## src/rtl/arc4_pkg.sv

```systemverilog
// rtl/arc4_pkg.sv - shared types and constants for the arc4 cracking pipeline
package arc4_pkg;

    localparam int DEF_ADDR_W = 8;
    localparam int DEF_DATA_W = 8;

    // Active-low segment patterns, bit order gfedcba
    localparam logic [6:0] SEG_BLANK = 7'h7F;
    localparam logic [6:0] SEG_DASH  = 7'h3F;

    typedef enum logic [2:0] {
        IDLE     = 3'd0,
        LEN_REQ  = 3'd1,
        LEN_WAIT = 3'd2,
        STREAM   = 3'd3,
        DONE     = 3'd4,
        NOKEY    = 3'd5
    } pt_state_t;

endpackage

```

## src/rtl/hex_seg7.sv

```systemverilog
// rtl/hex_seg7.sv - nibble to active-low 7-segment decoder with blank and dash modes
//  nibble  in   4  hex digit to show
//  blank   in   1  all segments off (wins over dash)
//  dash    in   1  show '-' instead of the digit
//  seg     out  7  active-low segments, gfedcba
module hex_seg7
    import arc4_pkg::*;
(
    input  logic [3:0] nibble,
    input  logic       blank,
    input  logic       dash,
    output logic [6:0] seg
);

    always_comb begin
        seg = SEG_BLANK;
        if (!blank) begin
            if (dash) begin
                seg = SEG_DASH;
            end else begin
                case (nibble)
                    4'h0: seg = 7'h40;
                    4'h1: seg = 7'h79;
                    4'h2: seg = 7'h24;
                    4'h3: seg = 7'h30;
                    4'h4: seg = 7'h19;
                    4'h5: seg = 7'h12;
                    4'h6: seg = 7'h02;
                    4'h7: seg = 7'h78;
                    4'h8: seg = 7'h00;
                    4'h9: seg = 7'h10;
                    4'hA: seg = 7'h08;
                    4'hB: seg = 7'h03;
                    4'hC: seg = 7'h46;
                    4'hD: seg = 7'h21;
                    4'hE: seg = 7'h06;
                    default: seg = 7'h0E;
                endcase
            end
        end
    end

endmodule

```

## src/rtl/pt_streamer.sv

```systemverilog
// rtl/pt_streamer.sv - streams length-prefixed plaintext from pt_mem and shows the key
//  clk, rst_n          clock, async active-low reset
//  start, key_valid, key   cracker result, sampled on start
//  pt_addr, pt_rddata  pt_mem read port (one-cycle read latency)
//  out_valid/ready/data/last   plaintext byte stream
//  busy, done, err     status levels
//  hex0..hex5          active-low 7-segment digits, hex0 = key[3:0]
module pt_streamer
    import arc4_pkg::*;
#(
    parameter int ADDR_W    = DEF_ADDR_W,
    parameter int DATA_W    = DEF_DATA_W,
    parameter int BUF_DEPTH = 2
) (
    input  logic              clk,
    input  logic              rst_n,
    input  logic              start,
    input  logic              key_valid,
    input  logic [23:0]       key,
    output logic [ADDR_W-1:0] pt_addr,
    input  logic [DATA_W-1:0] pt_rddata,
    output logic              out_valid,
    input  logic              out_ready,
    output logic [DATA_W-1:0] out_data,
    output logic              out_last,
    output logic              busy,
    output logic              done,
    output logic              err,
    output logic [6:0]        hex0,
    output logic [6:0]        hex1,
    output logic [6:0]        hex2,
    output logic [6:0]        hex3,
    output logic [6:0]        hex4,
    output logic [6:0]        hex5
);

    localparam int PTR_W = (BUF_DEPTH > 1) ? $clog2(BUF_DEPTH) : 1;
    localparam int OCC_W = $clog2(BUF_DEPTH + 1) + 1;

    pt_state_t                          state;
    logic [23:0]                        key_q;
    logic                               show_key;
    logic                               show_dash;
    logic [ADDR_W-1:0]                  len;
    logic [ADDR_W-1:0]                  rd_addr;
    logic                               rd_done;
    logic                               inflight;
    logic                               inflight_last;
    logic [BUF_DEPTH-1:0][DATA_W-1:0]   buf_data;
    logic [BUF_DEPTH-1:0]               buf_last;
    logic [PTR_W-1:0]                   wr_ptr;
    logic [PTR_W-1:0]                   rd_ptr;
    logic [OCC_W-1:0]                   occ;

    logic              start_ok;
    logic              streaming;
    logic              pop;
    logic              push;
    logic              room;
    logic              issue;
    logic              issue_last;
    logic [ADDR_W-1:0] cur_len;
    logic [PTR_W-1:0]  wr_ptr_nxt;
    logic [PTR_W-1:0]  rd_ptr_nxt;

    assign start_ok  = start && (state == IDLE || state == DONE || state == NOKEY);
    assign streaming = (state == STREAM);
    assign busy      = (state == LEN_REQ) || (state == LEN_WAIT) || streaming;
    assign done      = (state == DONE) || (state == NOKEY);
    assign err       = (state == NOKEY);

    assign out_valid = streaming && (occ != '0);
    assign out_data  = out_valid ? buf_data[rd_ptr] : '0;
    assign out_last  = out_valid && buf_last[rd_ptr];
    assign pop       = out_valid && out_ready;
    assign push      = streaming && inflight;

    // The byte popped this cycle frees its slot before the new read returns,
    // which is what lets a 2-entry buffer sustain one byte per cycle.
    assign room = (occ + OCC_W'(inflight)) < (OCC_W'(BUF_DEPTH) + OCC_W'(pop));

    // Byte 1 is requested while the length is still on pt_rddata, so the first
    // beat appears three cycles after start.
    assign cur_len    = (state == LEN_WAIT) ? ADDR_W'(pt_rddata) : len;
    assign issue      = ((state == LEN_WAIT) && (pt_rddata != '0))
                      || (streaming && !rd_done && room);
    assign issue_last = (rd_addr == cur_len);

    // rd_addr saturates at L, so the address never wraps while streaming.
    assign pt_addr = ((state == LEN_WAIT) || streaming) ? rd_addr : '0;

    assign wr_ptr_nxt = (wr_ptr == PTR_W'(BUF_DEPTH - 1)) ? '0 : wr_ptr + PTR_W'(1);
    assign rd_ptr_nxt = (rd_ptr == PTR_W'(BUF_DEPTH - 1)) ? '0 : rd_ptr + PTR_W'(1);

    always_ff @(posedge clk or negedge rst_n) begin
        if (!rst_n) begin
            state         <= IDLE;
            key_q         <= '0;
            show_key      <= 1'b0;
            show_dash     <= 1'b0;
            len           <= '0;
            rd_addr       <= '0;
            rd_done       <= 1'b0;
            inflight      <= 1'b0;
            inflight_last <= 1'b0;
            buf_data      <= '0;
            buf_last      <= '0;
            wr_ptr        <= '0;
            rd_ptr        <= '0;
            occ           <= '0;
        end else if (start_ok) begin
            key_q         <= key;
            show_key      <= key_valid;
            show_dash     <= !key_valid;
            state         <= key_valid ? LEN_REQ : NOKEY;
            len           <= '0;
            rd_addr       <= ADDR_W'(1);
            rd_done       <= 1'b0;
            inflight      <= 1'b0;
            inflight_last <= 1'b0;
            wr_ptr        <= '0;
            rd_ptr        <= '0;
            occ           <= '0;
        end else begin
            case (state)
                LEN_REQ:  state <= LEN_WAIT;
                LEN_WAIT: begin
                    len   <= ADDR_W'(pt_rddata);
                    state <= (pt_rddata == '0) ? DONE : STREAM;
                end
                STREAM:   if (pop && out_last) state <= DONE;
                default:  ;
            endcase

            if (issue) begin
                if (issue_last) rd_done <= 1'b1;
                else            rd_addr <= rd_addr + ADDR_W'(1);
            end
            inflight      <= issue;
            inflight_last <= issue && issue_last;

            if (push) begin
                buf_data[wr_ptr] <= pt_rddata;
                buf_last[wr_ptr] <= inflight_last;
                wr_ptr           <= wr_ptr_nxt;
            end
            if (pop) rd_ptr <= rd_ptr_nxt;

            if (push && !pop)      occ <= occ + OCC_W'(1);
            else if (pop && !push) occ <= occ - OCC_W'(1);
        end
    end

    logic [6:0] seg [6];

    for (genvar i = 0; i < 6; i++) begin : g_hex
        hex_seg7 u_seg (
            .nibble (key_q[4*i +: 4]),
            .blank  (!show_key && !show_dash),
            .dash   (show_dash),
            .seg    (seg[i])
        );
    end

    assign hex0 = seg[0];
    assign hex1 = seg[1];
    assign hex2 = seg[2];
    assign hex3 = seg[3];
    assign hex4 = seg[4];
    assign hex5 = seg[5];

endmodule

```

## config.mk

```make
export PLATFORM = sky130hd
export DESIGN_NAME = pt_streamer
export DESIGN_NICKNAME = d
export VERILOG_FILES = /design/src/rtl/arc4_pkg.sv /design/src/rtl/hex_seg7.sv /design/src/rtl/pt_streamer.sv
export SDC_FILE = /design/constraint.sdc
export NUM_CORES = 1
export LEC_CHECK = 0
export BUFFER_PORTS_ARGS = -buffer_cell sky130_fd_sc_hd__buf_2
export CELL_PAD_IN_SITES_DETAIL_PLACEMENT = 1
export CELL_PAD_IN_SITES_GLOBAL_PLACEMENT = 1
export CORE_ASPECT_RATIO = 1.75
export CORE_UTILIZATION = 35
export CTS_CLUSTER_DIAMETER = 80
export DETAILED_ROUTE_END_ITERATION = 7
export GPL_TIMING_DRIVEN = 0
export PLACE_DENSITY_LB_ADDON = 0.1
export RECOVER_POWER = 100
export SKIP_CTS_REPAIR_TIMING = 1
export SYNTH_ARGS = -nofsm -noshare
export SYNTH_HDL_FRONTEND = slang
export SYNTH_HIERARCHICAL = 1
export SYNTH_SLANG_ARGS = --single-unit
```

## constraint.sdc

```tcl
create_clock -name clk -period 3.05 [get_ports clk]
set_clock_uncertainty 0.05 [all_clocks]
set_input_delay 0.1525 -clock clk [delete_from_list [all_inputs] [get_ports clk]]
set_output_delay 0.1525 -clock clk [all_outputs]
set_load 0.1 [all_outputs]
```

[After elaboration in Yosys (flattened, before gate mapping)]
Memory sizes are Yosys's and may differ from the RTL's.
Cells that the tools add are included.
Operators by class
  add/subtract/negate cells: 7
  reduce and logical (&&, ||, !) cells: 41
  muxes and demuxes: 48
  bitwise logic cells: 1
  equal/unequal tests: 8
  magnitude comparators: 4
Operator list (number)
  7-bit two-way mux: 12
  8-bit two-way mux: 10
  3-bit two-way mux: 7
  16-bit bitwise mux: 1
  1-bit logical AND: 14
  1-bit two-way mux: 14
  3-bit one-hot mux with 3 select lines: 1
  8-bit by 1-bit adder with 8-bit output (second input constant): 1
  8-bit demux with 1-bit select: 1
  8-bit == test: 1
  8-bit zero test: 1
  2-bit AND reduction: 4
  2-bit nonzero test: 4
  8-bit nonzero test: 1
  1-bit logical OR: 7
  3-bit by 2-bit == test with 1-bit output (second input constant): 2
  3-bit == test (second input constant): 2
  1-bit zero test: 6
  3-bit nonzero test: 2
  1-bit by 2-bit < comparator with 1-bit output (second input constant): 2
  4-bit nonzero test: 1
  2-bit by 1-bit adder with 3-bit output (first input constant): 1
  3-bit by 1-bit adder with 3-bit output: 1
  3-bit by 1-bit adder with 3-bit output (second input constant): 1
  11 further kinds: 12
Word-level totals
  word-level logic and storage cells: 130
  register bits: 71
  ROM bits: 672
  output and inout bits: 63
  input port bits: 37
  memories: 6
Memories
  (no name shown): depth 16, width 7, read ports 1, clocked after Yosys merged registers in 0, wr ports 0, RTL line hex_seg7.sv:21  | case (nibble)
  (no name shown): depth 16, width 7, read ports 1, clocked after Yosys merged registers in 0, wr ports 0, RTL line hex_seg7.sv:21
  (no name shown): depth 16, width 7, read ports 1, clocked after Yosys merged registers in 0, wr ports 0, RTL line hex_seg7.sv:21
  (no name shown): depth 16, width 7, read ports 1, clocked after Yosys merged registers in 0, wr ports 0, RTL line hex_seg7.sv:21
  (no name shown): depth 16, width 7, read ports 1, clocked after Yosys merged registers in 0, wr ports 0, RTL line hex_seg7.sv:21
  (no name shown): depth 16, width 7, read ports 1, clocked after Yosys merged registers in 0, wr ports 0, RTL line hex_seg7.sv:21

[Logic depth before layout (Yosys ltp)]
  depth after elaboration: 9
  mapped depth: 12
  gate-level depth less buffers: 10

[By module]
The synthesis kept the hierarchy.
By module, submodules not included
  pt_streamer: instances 1, area an instance 3631.0 µm², sequential area each 1776.7 µm², cells an instance 383
  hex_seg7 (g_hex[1].u_seg ...): instances 2, area an instance 321.6 µm², sequential area each 0.0 µm², cells an instance 38
  hex_seg7 (g_hex[5].u_seg): instances 1, area an instance 326.6 µm², sequential area each 0.0 µm², cells an instance 39
  hex_seg7 (g_hex[2].u_seg): instances 1, area an instance 325.3 µm², sequential area each 0.0 µm², cells an instance 39
  hex_seg7 (g_hex[3].u_seg): instances 1, area an instance 322.8 µm², sequential area each 0.0 µm², cells an instance 39
  hex_seg7 (g_hex[0].u_seg): instances 1, area an instance 307.8 µm², sequential area each 0.0 µm², cells an instance 41

[Least setup slack after synthesis]
OpenSTA, ideal clock, no wires.
  kind: register to output
  from: register key_q[4]
  to: output hex1[2]
  arrival: 4.286 ns
  data required time: 2.847 ns
  stages on the path, launching flop included: 5
  buffers on the path: 0
  path slack: -1.439 ns
  cell sequence: dfrtp_1 > inv_1 > ha_1 > inv_1 > o311ai_0
Between the ends
  word-level cells in the longest chain between the ends: 3
RTL lines
  from (decl): RTL line pt_streamer.sv:41  | logic [23:0] key_q;
  from (signal assigned): RTL line pt_streamer.sv:112  | key_q <= key;
  memory read 16 x 7 bit
  7-bit two-way mux: RTL line hex_seg7.sv:18  | if (dash) begin
  7-bit two-way mux: RTL line hex_seg7.sv:17  | if (!blank) begin
  to (decl): RTL line pt_streamer.sv:30  | output logic [6:0] hex1,
Every way passes these cells.

[Worst setup path after layout]
  from: register show_dash
  to: output hex1[2]
Between the ends
  word-level cells in the longest chain between the ends: 3
  elaborated cells on any way between the ends: 4
  classes of those cells: mux: 2; reduce/logical: 2
RTL lines
  from (decl): RTL line pt_streamer.sv:43  | logic show_dash;
  from (signal assigned): RTL line pt_streamer.sv:114  | show_dash <= !key_valid;
  1-bit zero test: RTL line pt_streamer.sv:159  | .blank (!show_key && !show_dash),
  1-bit logical AND: RTL line pt_streamer.sv:159
  7-bit two-way mux (*): RTL line hex_seg7.sv:17
Mark *: on every way between the ends. The rest lies on a longest branch, timed or not.

==> results.md <==
- The run finished, with violations left.
- The final reports fail on hold timing, capacitance limit, slew limit.
- The congestion estimate from routability-driven global placement came to a little under 0.9.
- The floorplan has 60 rows.
- The worst path in the final design needs a cycle of between 2 and 3 ns, including I/O delays and setup.
- The number of nets in the finished design is around 840.
- The worst setup path is launched from a flip-flop.
- The synthesis warning total is 6.
- The ratio of routed vias to standard cells is 5.407.
- The via count of the first global-routing pass was 5,478.
- The post-synthesis area per instance is around 9 µm².
- The clock network latency to the later pin of the worst-skew pair is around 0.34 ns.
- The number of distinct library cell variants in the gate-level netlist after synthesis is 67.
- Across every metal layer, demand over resource in global routing totals 0.2082.
- The floorplan die height is around 170 µm.
- The number of buffers created by CTS is 9.
- The repair_antennas step left the layout with diodes totalling 0.
- Fill cells in the final layout number between 1,500 and 2,000.
- The first global-routing pass estimated 27,480 µm of wire.
- The count of nets left with antenna violations once routing finished came out at 0.
- For the pin with the worst max-slew slack, the measured transition is approximately 1.7 ns.
- The final core utilization is 0.4446.
- Across the run, the number of max-cap violations was 1.
- The hold violation total from the final report was 3.
- The total negative slack is 0 ns.
- The TritonCTS clock tree is yes.
- The number of antenna violations at the first check in global routing is 0.
- Timing would allow up to 359.5 MHz.
- The compound-cell area share of the yosys netlist is 0.1551.
- The xor and xnor area share after synthesis is 0.009457.
- The clock slew seen by the registers of the worst setup and hold paths is approximately 0.060 ns.
- The largest net degree at the start of global routing is 64.
- At the worst endpoint, the arrival time is approximately 2.6 ns.
- In this run the horizontal extent of the chip is 97.25 µm.
- The half-perimeter wire length after detailed placement is approximately 13,000 µm.
- The routed via count is between 5,000 and 6,000.
- In this run, synthesis produced a sequential element count of between 70 and 80.
- The most used flip-flop cell after synthesis is sky130_fd_sc_hd__dfrtp_1.
- Of the cells placed in the final design, the portion with a size suffix greater than 1 is 0.2397.
- After detailed routing, the number of remaining DRC violations is 0.
- The worst path buffer plus inverter count is 1.
- The kind of critical path is flip-flop to output pin.
- The area share of fa/ha/maj cells after synthesis is 0.1184.
- Setup repair after global routing left no endpoint under its margin.
- The headroom to the max-slew limit is -0.1213.
- The worst hold slack after final layout is -0.01352 ns.
- The cell at the root of the clock tree is sky130_fd_sc_hd__clkbuf_16.
- The number of placed instances, taps included, is ~900.
- The area occupied by registers is 1778 µm².
- Of the synthesized area, sequential elements account for 0.3197.
- The highest cell delay on the worst timing path is 0.75 ns.
- The violation count after the first detailed-routing iteration is 133.
- The total overflow reported by the global router is 0.
- The final layout contains routed wiring with a total length of 16,830 µm.
- Among all stages on the critical path, the largest delay is contributed by sky130_fd_sc_hd__nor2_2.
- The core region area is 15,460 µm².
- Dividing the detail-routed wire length by the instance count gives roughly 18 µm.
- The count of pins over their slew limit came to 64.
- Setup violations remaining at the end of the flow were counted as 0.
- In the final layout, the multi-input gates occupy about 3600 µm².
- The cell area after synthesis is 5557 µm².
- The post-synthesis mux area share is 0.1153.
- Once placement finished, the instance area stood at 6416 µm².
- Walking the worst path, the cells encountered are nor2_2 -> nor2_1 -> o311ai_2 -> clkbuf_2.
- The main combinational cell family by area after synthesis is simple AND/OR/NAND/NOR gates.
- Yosys mapped a number of flops with a built-in enable equal to 0.
- The fraction of registers with async set or reset after synthesis is 1.000.
- Once layout is done, the placed cells without fillers occupy 6875 µm².
- The worst min-delay path category is input pin to flip-flop.
- The die covers about 16,000 µm².
- The number of nets handed over by synthesis was 706.
- The clock tree synthesis step divided the H-tree into 3 levels.
- 100 I/O pins were placed.
- Leaving out filler cells and counting taps, the final layout contains about 940.
- Of all nets on the critical path, the largest fanout is 38.
- The worst setup path is captured at an output pin.
- The clock passes through at most 2 buffers.
- The kind of cell adding the most delay to the critical path is simple AND/OR/NAND/NOR gates.
- The count of buffers added on input and output ports is a little under 100.
- Of the total synthesized cell area, the portion taken by AND, OR, NAND and NOR gates is 0.2301.
- The effective utilization at floorplan is 0.3593.
- The post-route fraction of the period consumed by the critical path is 0.9120.
- The count of clock tree sinks is 71.
- The area added between synthesis and finish is 23.73%.
- The data required time at the worst endpoint is around 2.9 ns.
- The cell count after synthesis is slightly above 600.
- The number of search-and-repair iterations in the first detailed-routing pass is 4.
sequential cells by signal, summed over array words and instances (netlist names):
signal	cells
show_dash	1
inflight_last	1
rd_ptr	1
buf_data	16
inflight	1
rd_addr	8
rd_done	1
len	8
buf_last	2
show_key	1
wr_ptr	1
occ	3
state	3
key_q	24
cells in the final DEF, fill, tap and decap left out, types with 24 or more instances in the layout:
cell | netlist | final
sky130_fd_sc_hd__buf_2 | 8 | 44
sky130_fd_sc_hd__clkbuf_1 | 13 | 24
sky130_fd_sc_hd__clkbuf_2 | 0 | 54
sky130_fd_sc_hd__dfrtp_1 | 71 | 70
sky130_fd_sc_hd__ha_1 | 51 | 51
sky130_fd_sc_hd__inv_1 | 30 | 31
sky130_fd_sc_hd__mux2i_1 | 28 | 28
sky130_fd_sc_hd__nand2_1 | 108 | 108
sky130_fd_sc_hd__nand2b_1 | 25 | 25
sky130_fd_sc_hd__nor2_1 | 37 | 36
worst min-delay path, cell delays in order:
cell	delay, ns
sky130_fd_sc_hd__buf_2	0.09
sky130_fd_sc_hd__nand2_1	0.04
sky130_fd_sc_hd__nand2_1	0.05
cells by family (layout without fill, tap and decap cells):
logic type,count (synthesis),in the layout
AO/OA/AOI/OAI,107,107
XOR/XNOR,6,6
adder cells (fa/ha/maj),52,52
buffers and inverters,64,201
flip-flops,71,71
multiplexers,58,58
AND/OR/NAND/NOR,259,260
path summary, 6_finish.rpt:
path / cells after the start / to / start / slack, ns
max in group asynchronous: 3 / show_dash / rst_n / 0.61
min reg2reg: 1 / rd_done / rd_done / 0.43
max: 4 / hex1[2] / show_dash / 0.27
min: 3 / key_q[22] / key[22] / -0.01
max reg2reg: 8 / rd_addr[7] / state[0] / 0.30
min in group asynchronous: 2 / rd_addr[5] / rst_n / 0.23
synthesized netlist by cell type (3+ instances only):
cell | n | area [µm²]
sky130_fd_sc_hd__nor2b_1 | 9 | 56.30
sky130_fd_sc_hd__nand4_1 | 5 | 31.28
sky130_fd_sc_hd__nand3b_1 | 5 | 37.54
sky130_fd_sc_hd__and3_1 | 8 | 50.05
sky130_fd_sc_hd__or2_1 | 4 | 25.02
sky130_fd_sc_hd__o21ai_1 | 6 | 30.03
sky130_fd_sc_hd__a311o_1 | 9 | 90.09
sky130_fd_sc_hd__a211o_1 | 4 | 35.03
sky130_fd_sc_hd__dfrtp_1 | 71 | 1777
sky130_fd_sc_hd__o211ai_1 | 6 | 45.04
sky130_fd_sc_hd__o41ai_2 | 3 | 48.80
sky130_fd_sc_hd__nand3_1 | 6 | 30.03
sky130_fd_sc_hd__ha_1 | 51 | 638.1
sky130_fd_sc_hd__mux2_4 | 6 | 90.09
sky130_fd_sc_hd__mux2_2 | 14 | 157.7
sky130_fd_sc_hd__nor3b_1 | 5 | 37.54
sky130_fd_sc_hd__xor2_1 | 4 | 35.03
sky130_fd_sc_hd__nand2_1 | 108 | 405.4
sky130_fd_sc_hd__nand2b_1 | 25 | 156.4
sky130_fd_sc_hd__a21oi_1 | 22 | 110.1
sky130_fd_sc_hd__mux2_1 | 10 | 112.6
sky130_fd_sc_hd__inv_1 | 30 | 112.6
sky130_fd_sc_hd__mux2i_1 | 28 | 280.3
sky130_fd_sc_hd__a211oi_1 | 3 | 22.52
sky130_fd_sc_hd__nor4_1 | 7 | 43.79
sky130_fd_sc_hd__buf_2 | 8 | 40.04
sky130_fd_sc_hd__or2_2 | 8 | 50.05
sky130_fd_sc_hd__inv_2 | 3 | 11.26
sky130_fd_sc_hd__a221o_1 | 3 | 30.03
sky130_fd_sc_hd__a32oi_1 | 13 | 113.9
sky130_fd_sc_hd__or3_1 | 5 | 31.28
sky130_fd_sc_hd__and2_1 | 6 | 37.54
sky130_fd_sc_hd__nor2_1 | 37 | 138.9
sky130_fd_sc_hd__clkbuf_1 | 13 | 48.80
sky130_fd_sc_hd__o21ai_0 | 5 | 25.02
sky130_fd_sc_hd__o221ai_1 | 4 | 35.03
sky130_fd_sc_hd__nor3_1 | 15 | 75.07
sky130_fd_sc_hd__buf_4 | 6 | 45.04
sky130_fd_sc_hd__o22ai_1 | 4 | 25.02
layout make-up:
cell class                 count  area share
buffer                        30     0.02311
clock buffer                   9     0.03276
clock inverter                 7     0.01001
inverter                      34     0.01856
multi-input combinational    483      0.5219
sequential                    71      0.2586
tap                          186     0.03385
timing repair buffer         121      0.1012
per-layer routing:
| layer | vias to the layer above | global-route usage | part of all wire |
|---|---|---|---|
| met4 | 0 | 0.08824 | 0.030 |
| met5 | - | 0 | 0 |
| met2 | 95 | 0.4115 | 0.57 |
| li1 | 2447 | - | - |
| met3 | 35 | 0.02188 | 0.019 |
| met1 | 2511 | 0.2192 | 0.38 |
stage by stage:
step	hold WS, ns	setup slack (ns)
finish	-0.01352	0.2685
global route	0.001731	0.07575
CTS	-0.4227	-0.8700
detailed placement	-0.05134	-0.5067
global placement	0.2993	-0.4306
floorplan	-0.1931	0.1540
Power is not shown: default switching activity piles up to over one toggle a cycle in this logic, so the estimate is an artifact.
